--- src/rtl/ram_fill_engine.sv ---
// RAM fill engine: muxes a CPU write port with a hardware block-fill sequencer.
// Optional feature macro RAM_FILL_INCR_EN adds an incr input for incrementing fill data.
module ram_fill_engine #(
    parameter int Nloc  = 16,
    parameter int Dbits = 4,
    localparam int AW   = (Nloc > 1) ? $clog2(Nloc) : 1
) (
    input  logic             clock,
    input  logic             reset,
    input  logic             start,
    input  logic [AW-1:0]    base_addr,
    input  logic [AW:0]      count,
    input  logic [Dbits-1:0] value,
`ifdef RAM_FILL_INCR_EN
    input  logic             incr,
`endif
    input  logic             abort,
    input  logic             cpu_wr,
    input  logic [AW-1:0]    cpu_addr,
    input  logic [Dbits-1:0] cpu_din,
    output logic             cpu_stall,
    output logic             busy,
    output logic             done,
    output logic             ram_wr,
    output logic [AW-1:0]    ram_addr,
    output logic [Dbits-1:0] ram_din,
    output logic [1:0]       fsm_state
);

    typedef enum logic [1:0] {
        IDLE = 2'd0,
        FILL = 2'd1,
        DONE = 2'd2
    } state_t;

    state_t           state, state_n;
    logic [AW-1:0]    addr_q, addr_n;
    logic [AW:0]      left_q, left_n;
    logic [Dbits-1:0] data_q, data_n;
    logic             step_q, step_n;
    logic             incr_in;

`ifdef RAM_FILL_INCR_EN
    assign incr_in = incr;
`else
    assign incr_in = 1'b0;
`endif

    assign fsm_state = state;

    always_ff @(posedge clock) begin
        if (reset) begin
            state  <= IDLE;
            addr_q <= '0;
            left_q <= '0;
            data_q <= '0;
            step_q <= 1'b0;
        end else begin
            state  <= state_n;
            addr_q <= addr_n;
            left_q <= left_n;
            data_q <= data_n;
            step_q <= step_n;
        end
    end

    always_comb begin
        state_n   = state;
        addr_n    = addr_q;
        left_n    = left_q;
        data_n    = data_q;
        step_n    = step_q;
        ram_wr    = 1'b0;
        ram_addr  = addr_q;
        ram_din   = data_q;
        cpu_stall = 1'b0;
        busy      = 1'b0;
        done      = 1'b0;
        case (state)
            IDLE: begin
                ram_wr   = cpu_wr;
                ram_addr = cpu_addr;
                ram_din  = cpu_din;
                if (start) begin
                    if (count != '0) begin
                        addr_n  = base_addr;
                        left_n  = count;
                        data_n  = value;
                        step_n  = incr_in;
                        state_n = FILL;
                    end else begin
                        state_n = DONE;
                    end
                end
            end
            FILL: begin
                busy      = 1'b1;
                cpu_stall = cpu_wr;
                if (abort) begin
                    state_n = IDLE;
                end else begin
                    ram_wr = 1'b1;
                    // Explicit compare keeps the wrap correct when Nloc is not a power of two.
                    addr_n = (addr_q == AW'(Nloc - 1)) ? '0 : addr_q + 1'b1;
                    left_n = left_q - 1'b1;
                    data_n = data_q + Dbits'(step_q);
                    if (left_q == 1) state_n = DONE;
                end
            end
            DONE: begin
                done      = 1'b1;
                cpu_stall = cpu_wr;
                state_n   = IDLE;
            end
            default: state_n = IDLE;
        endcase
        if (reset) ram_wr = 1'b0;
    end

endmodule
--- config.mk ---
export PLATFORM = sky130hd
export DESIGN_NAME = ram_fill_engine
export DESIGN_NICKNAME = d
export VERILOG_FILES = /design/src/rtl/ram_fill_engine.sv
export SDC_FILE = /design/constraint.sdc
export NUM_CORES = 1
export LEC_CHECK = 0
export CORE_MARGIN = 10
export CORE_UTILIZATION = 39
export DETAILED_ROUTE_END_ITERATION = 6
export PLACE_DENSITY = 0.76
export SETUP_SLACK_MARGIN = 0.02
export SLEW_MARGIN = 25
export SYNTH_ARGS = -nofsm -noshare
export SYNTH_HDL_FRONTEND = slang
export SYNTH_SLANG_ARGS = --single-unit
export TNS_END_PERCENT = 1
--- constraint.sdc ---
create_clock -name clock -period 1.55 [get_ports clock]
set_input_delay 0.31 -clock clock [delete_from_list [all_inputs] [get_ports clock]]
set_output_delay 0.31 -clock clock [all_outputs]
set_load 0.03 [all_outputs]
# After elaboration in Yosys (flattened, before gate mapping)
# Cells that the tools add are included.
[word_totals]
reg_bits = 15
inputBits = 26
out_inout_bits = 14
elab_cells = 47
[op_classes]
add_sub_neg = 2
n_eq_ne = 9
mux = 25
n_reduce_logical = 7
[op_table]
columns = ["op", "n"]
rows = [
  ["$mux 4", 9],
  ["$mux 5", 3],
  ["$pmux 5 s2", 1],
  ["$mux 2", 4],
  ["$ne 2x2->1 const B", 4],
  ["$pmux 4 s2", 1],
  ["$eq 5x1->1 const B", 1],
  ["$mux 1", 5],
  ["$reduce_and 5->1", 1],
  ["$reduce_bool 5->1", 1],
  ["$sub 5x1->5 const B", 1],
  ["$add 4x1->4 const B", 1],
  ["$eq 4x4->1 const B", 1],
  ["$pmux 2 s2", 1],
  ["$reduce_and 4->1", 1],
  ["$ne 3x3->1 const B", 1],
  ["$eq 2x1->1 const B", 1],
  ["$eq 2x2->1 const B", 1],
  ["$logic_not 2->1", 1],
  ["$pmux 1 s2", 1],
  ["$reduce_and 2->1", 1],
  ["$reduce_bool 2->1", 1],
  ["$reduce_or 2->1", 1],
]

# Depth between registers and ports, before layout
[logic_depth]
word_depth = 4
depth_mapped = 7
mapped_depth_nobuf = 6

# Worst setup path after synthesis
# OpenSTA, ideal clock, no wires.
[synth_path]
kind = "reg-to-reg"
from = "register state[0], in the netlist fsm_state[0]"
to = "register left_q[4]"
setup_ns = 0.071
arrival_time_ns = 1.978
required_time_ns = 1.479
setup_slack_ns = -0.498
stages_incl_launch_ff = 7
n_path_buf = 2
synth_period_minus_slack_ns = 2.048
path_cell_list = "dfxtp_1 > ha_1 > buf_2 > buf_1 > nor2_1 > a2111o_1 > a21oi_1"
[synth_via]
elab_chain_cells = 3
elab_cells_between_ends = 8
classes_between = "eq/ne (4); mux (1); reduce/logical (3)"
[synth_rtl]
columns = ["item", "line_no", "source"]
rows = [
  ["start, declared", "36", "state_t state, state_n;"],
  ["start signal, assigned", "59", "state <= state_n;"],
  ["$eq 2x1->1 / $logic_not 2->1 (equally long branches)", "79", "case (state)"],
  ["$ne 2x2->1 (no source line) / $reduce_bool 2->1 (equally long branches)", "-", ""],
  ["$reduce_and 4->1 (no source line)", "-", ""],
  ["end signal, assigned", "61", "left_q <= left_n;"],
  ["end, declared", "38", "logic [AW:0] left_q, left_n;"],
]
# Several ways; a longest one is shown, not always the timed one.
# A chain may end at the register's enable or synchronous reset.

# Final worst setup path
[layout_path]
from = "register state[0], in the netlist fsm_state[0]"
to = "output port ram_addr[2]"
[layout_via]
elab_chain_cells = 2
[layout_rtl]
columns = ["item", "line_no", "source"]
rows = [
  ["$logic_not 2->1", "79", ""],
  ["$mux 4", "79", ""],
  ["end, declared", "25", "output logic [AW-1:0] ram_addr,"],
]
# Every way passes these cells.

==> results.yml <==
status:
  status: "finished, violations left"
  violations: "setup timing"
global_routing:
  grt_overflow: 0
  grt_pass1_wl_um: 5820
  grt_pass1_vias: 1234
  antenna_found_initial: 0
  grtUsageTotal_pct: 13.5
  grt_max_degree: 13
setup_path:
  start_kind: "flop"
  r2r_end: "left_q[3]$_SDFFE_PP0P_"
  criticalPathCategory: "flop to output pin"
  r2r_slack_ns: -0.16
  slowest_delay_ns: 0.36
  worst_r2r_path_depth: 8
  r2r-start: "fsm_state[0]$_SDFFE_PP0P_"
  required_ns: 1.24
  crit_slowest_cell: "dfxtp_4"
  cp_max_fo: 7
  worstSetupEndpointType: "output pin"
  crit_chain: "inv_4 -> ha_4 -> buf_8 -> mux2_4 -> buf_6"
  crit_arrival_ns: 1.47
placement:
  dp_cells: 199
  place_ws_ns: -0.469
  place_area_um2: 1570
  dp_hpwl_um: 2540
  place_congestion: 0.901
  port_buffers: 39
synthesis:
  synthCells: 119
  ys_types: 38
  synth_top_cell_area_share_pct: 29.2
  async_flop_share_pct: 0
  synth_area_um2: 1030
  yosysSeqAreaShare_pct: 29.2
  avgSynthCellArea_um2: 8.64
  synth_edf_count: 0
  synth_nets: 151
  yosysTopAreaCell: "dfxtp_1"
  ys.flop_type: "dfxtp_1"
  ys_warn_count: 0
  yosys-top-cells-area: "dfxtp_1, mux2_2, ha_1, mux2i_1, a21oi_1"
  ys_ff_latch: 15
clock_network:
  cts-root-buf: "clkbuf_4"
  cts_max_level: 1
  clk_pin_slew_ns: 0.10
  clock_path_buffers: 2
  clk-insertion-delay-late_ns: 0.30
  cts_made_buffers: 3
  cts_tree: "done"
  clock-sinks: 15
  hold_buffers: 0
power_and_ir_drop:
  sequentialPowerShare_pct: 22.7
  swShare_pct: 43.3
  intPower_mw: 1.65
  p_sw_mw: 1.26
  power_frac_comb_pct: 68.9
  peakVddDrop_v: 0.00116
  power.density_nw_per_um2: 1640
  p_leak_nw: 0.746
  p_total_mw: 2.91
  clockPowerShare_pct: 8.4
drt:
  wl_per_cell_um: 16.4
  drc_errors: 0
  antenna_left: 0
  avgViaCountPerCell: 5.54
  vias: 1146
  first_pass_iters: 4
  drt_wl_total_um: 3390
  drt_iter0_drc: 51
timing:
  setup_viol: 14
  period_needed_ns: 1.78
  fmax_mhz: 561
  hold_viol: 0
  setup_tns_ns: -2.51
  drv_slew: 0
  maxSlewHeadroom_pct: 75.1
  rsz0062_at_grt: "yes"
  period_share_pct: 115
  finClkSkew_ns: 0.00143
  tightestPinTransition_ns: 0.369
  finalHoldWorstSlack_ns: 0.463
  setup_slack_ns: -0.231
cells_and_area:
  layout.cells.most_common: "clkdlybuf4s50_1"
  layout_common_cells: "clkdlybuf4s50_1, buf_4, buf_6"
  drive_gt1_share_pct: 38.4
  fin_nets: 210
  antenna_cells: 0
  design_area_um2: 1770
  fillers: 181
  final_util_pct: 70.9
  area_growth_pct: 72.3
  layout.area.seq_um2: 309
  multi_input_area_um2: 807
  final-instance-count-excl-fill: 207
floorplanning:
  num_io_pins: 40
  die_h_um: 71.4
  die_area_um2: 5090
  row_count: 18
  die_w_um: 71.4
  initial_core_util_pct: 41.1
  core_um2: 2500
min_path:
  min_path_type: "input port to flop"
  holdPathEnd: "left_q[0]$_SDFFE_PP0P_"
  holdCritStartpoint: "count[0]"
  min_path_cells: 3
run:
  drv_cap: 0
## cell families after synthesis
group	count (synthesis)	synth area share (%)
AO/OA/AOI/OAI	35	24.0
flip-flops	15	29.2
adder cells (fa/ha/maj)	6	7.30
XOR/XNOR	1	0.852
buffers and inverters	11	4.26
multiplexers	15	15.8
AND/OR/NAND/NOR	36	18.6
## synthesized netlist by cell type, drive strengths merged, types with 2 or more instances
library cell  number
nor4               2
nand2b             4
clkbuf             3
o31ai              2
a31oi              2
nand3              5
o2111ai            2
o22ai              2
inv                5
nand2              5
dfxtp             15
mux2i              5
mux2              10
a21oi              9
buf                3
and2               2
a211oi             4
ha                 6
nor2              10
o21ai              7
## layer usage
| metal | share of wire, % | wire (um) | vias up | GRT usage, % |
|---|---|---|---|---|
| met2 | 47 | 1580 | 46 | 21.7 |
| met3 | 8.1 | 276 | 7 | 6.06 |
| met5 | 0 | 0 | - | 0 |
| met4 | 1.1 | 36 | 0 | 3.66 |
| li1 | - | - | 560 | - |
| met1 | 44 | 1500 | 533 | 15.9 |
## sequential cells by signal, summed over array words and instances (netlist names)
name / flops
left_q: 5
data_q: 4
addr_q: 4
fsm_state: 2
## power by group through the flow
stage	sequential (mW)	combinational, mW	clock [mW]
final	0.660	2.01	0.244
after global routing	0.683	2.17	0.255
after CTS	0.650	1.93	0.246
after detailed placement	0.662	1.66	0
after global placement	0.651	1.63	0
after floorplan	0.657	1.06	0
## cell type report
cell class	instances	share of cell area [%]
clock buffer	4	1.48
inverter	5	1.34
multi-input combinational	93	45.6
sequential	15	17.4
tap	30	2.12
timing repair buffer	60	32.1
## worst max path at each step
stage	start	endpoint	slack, ns	depth (start not counted)
after floorplan	fsm_state[1]$_SDFFE_PP0P_	addr_q[3]$_SDFFE_PP0P_	-0.07	7
after global placement	count[3]	data_q[0]$_SDFFE_PP0P_	-0.41	5
after detailed placement	count[2]	data_q[3]$_SDFFE_PP0P_	-0.47	5
after CTS	fsm_state[0]$_SDFFE_PP0P_	ram_din[3]	-0.23	5
after global routing	fsm_state[1]$_SDFFE_PP0P_	ram_addr[2]	-0.29	5
final	fsm_state[0]$_SDFFE_PP0P_	ram_addr[2]	-0.23	5
## timing repair
action | in CTS | in global routing
setup buffers | 4 | 0
pin swaps | 2 | 3
setup endpoints to repair | 24 | 27
resized for setup | 37 | 9
## worst max-delay path: cells and delay by family, from the launching register on
kind	cells	cell delay [ns]
adders and majority gates	1	0.16
DFF	1	0.36
muxes	1	0.31
buffers and inverters	3	0.34
Power figures use the tool's default switching activity.
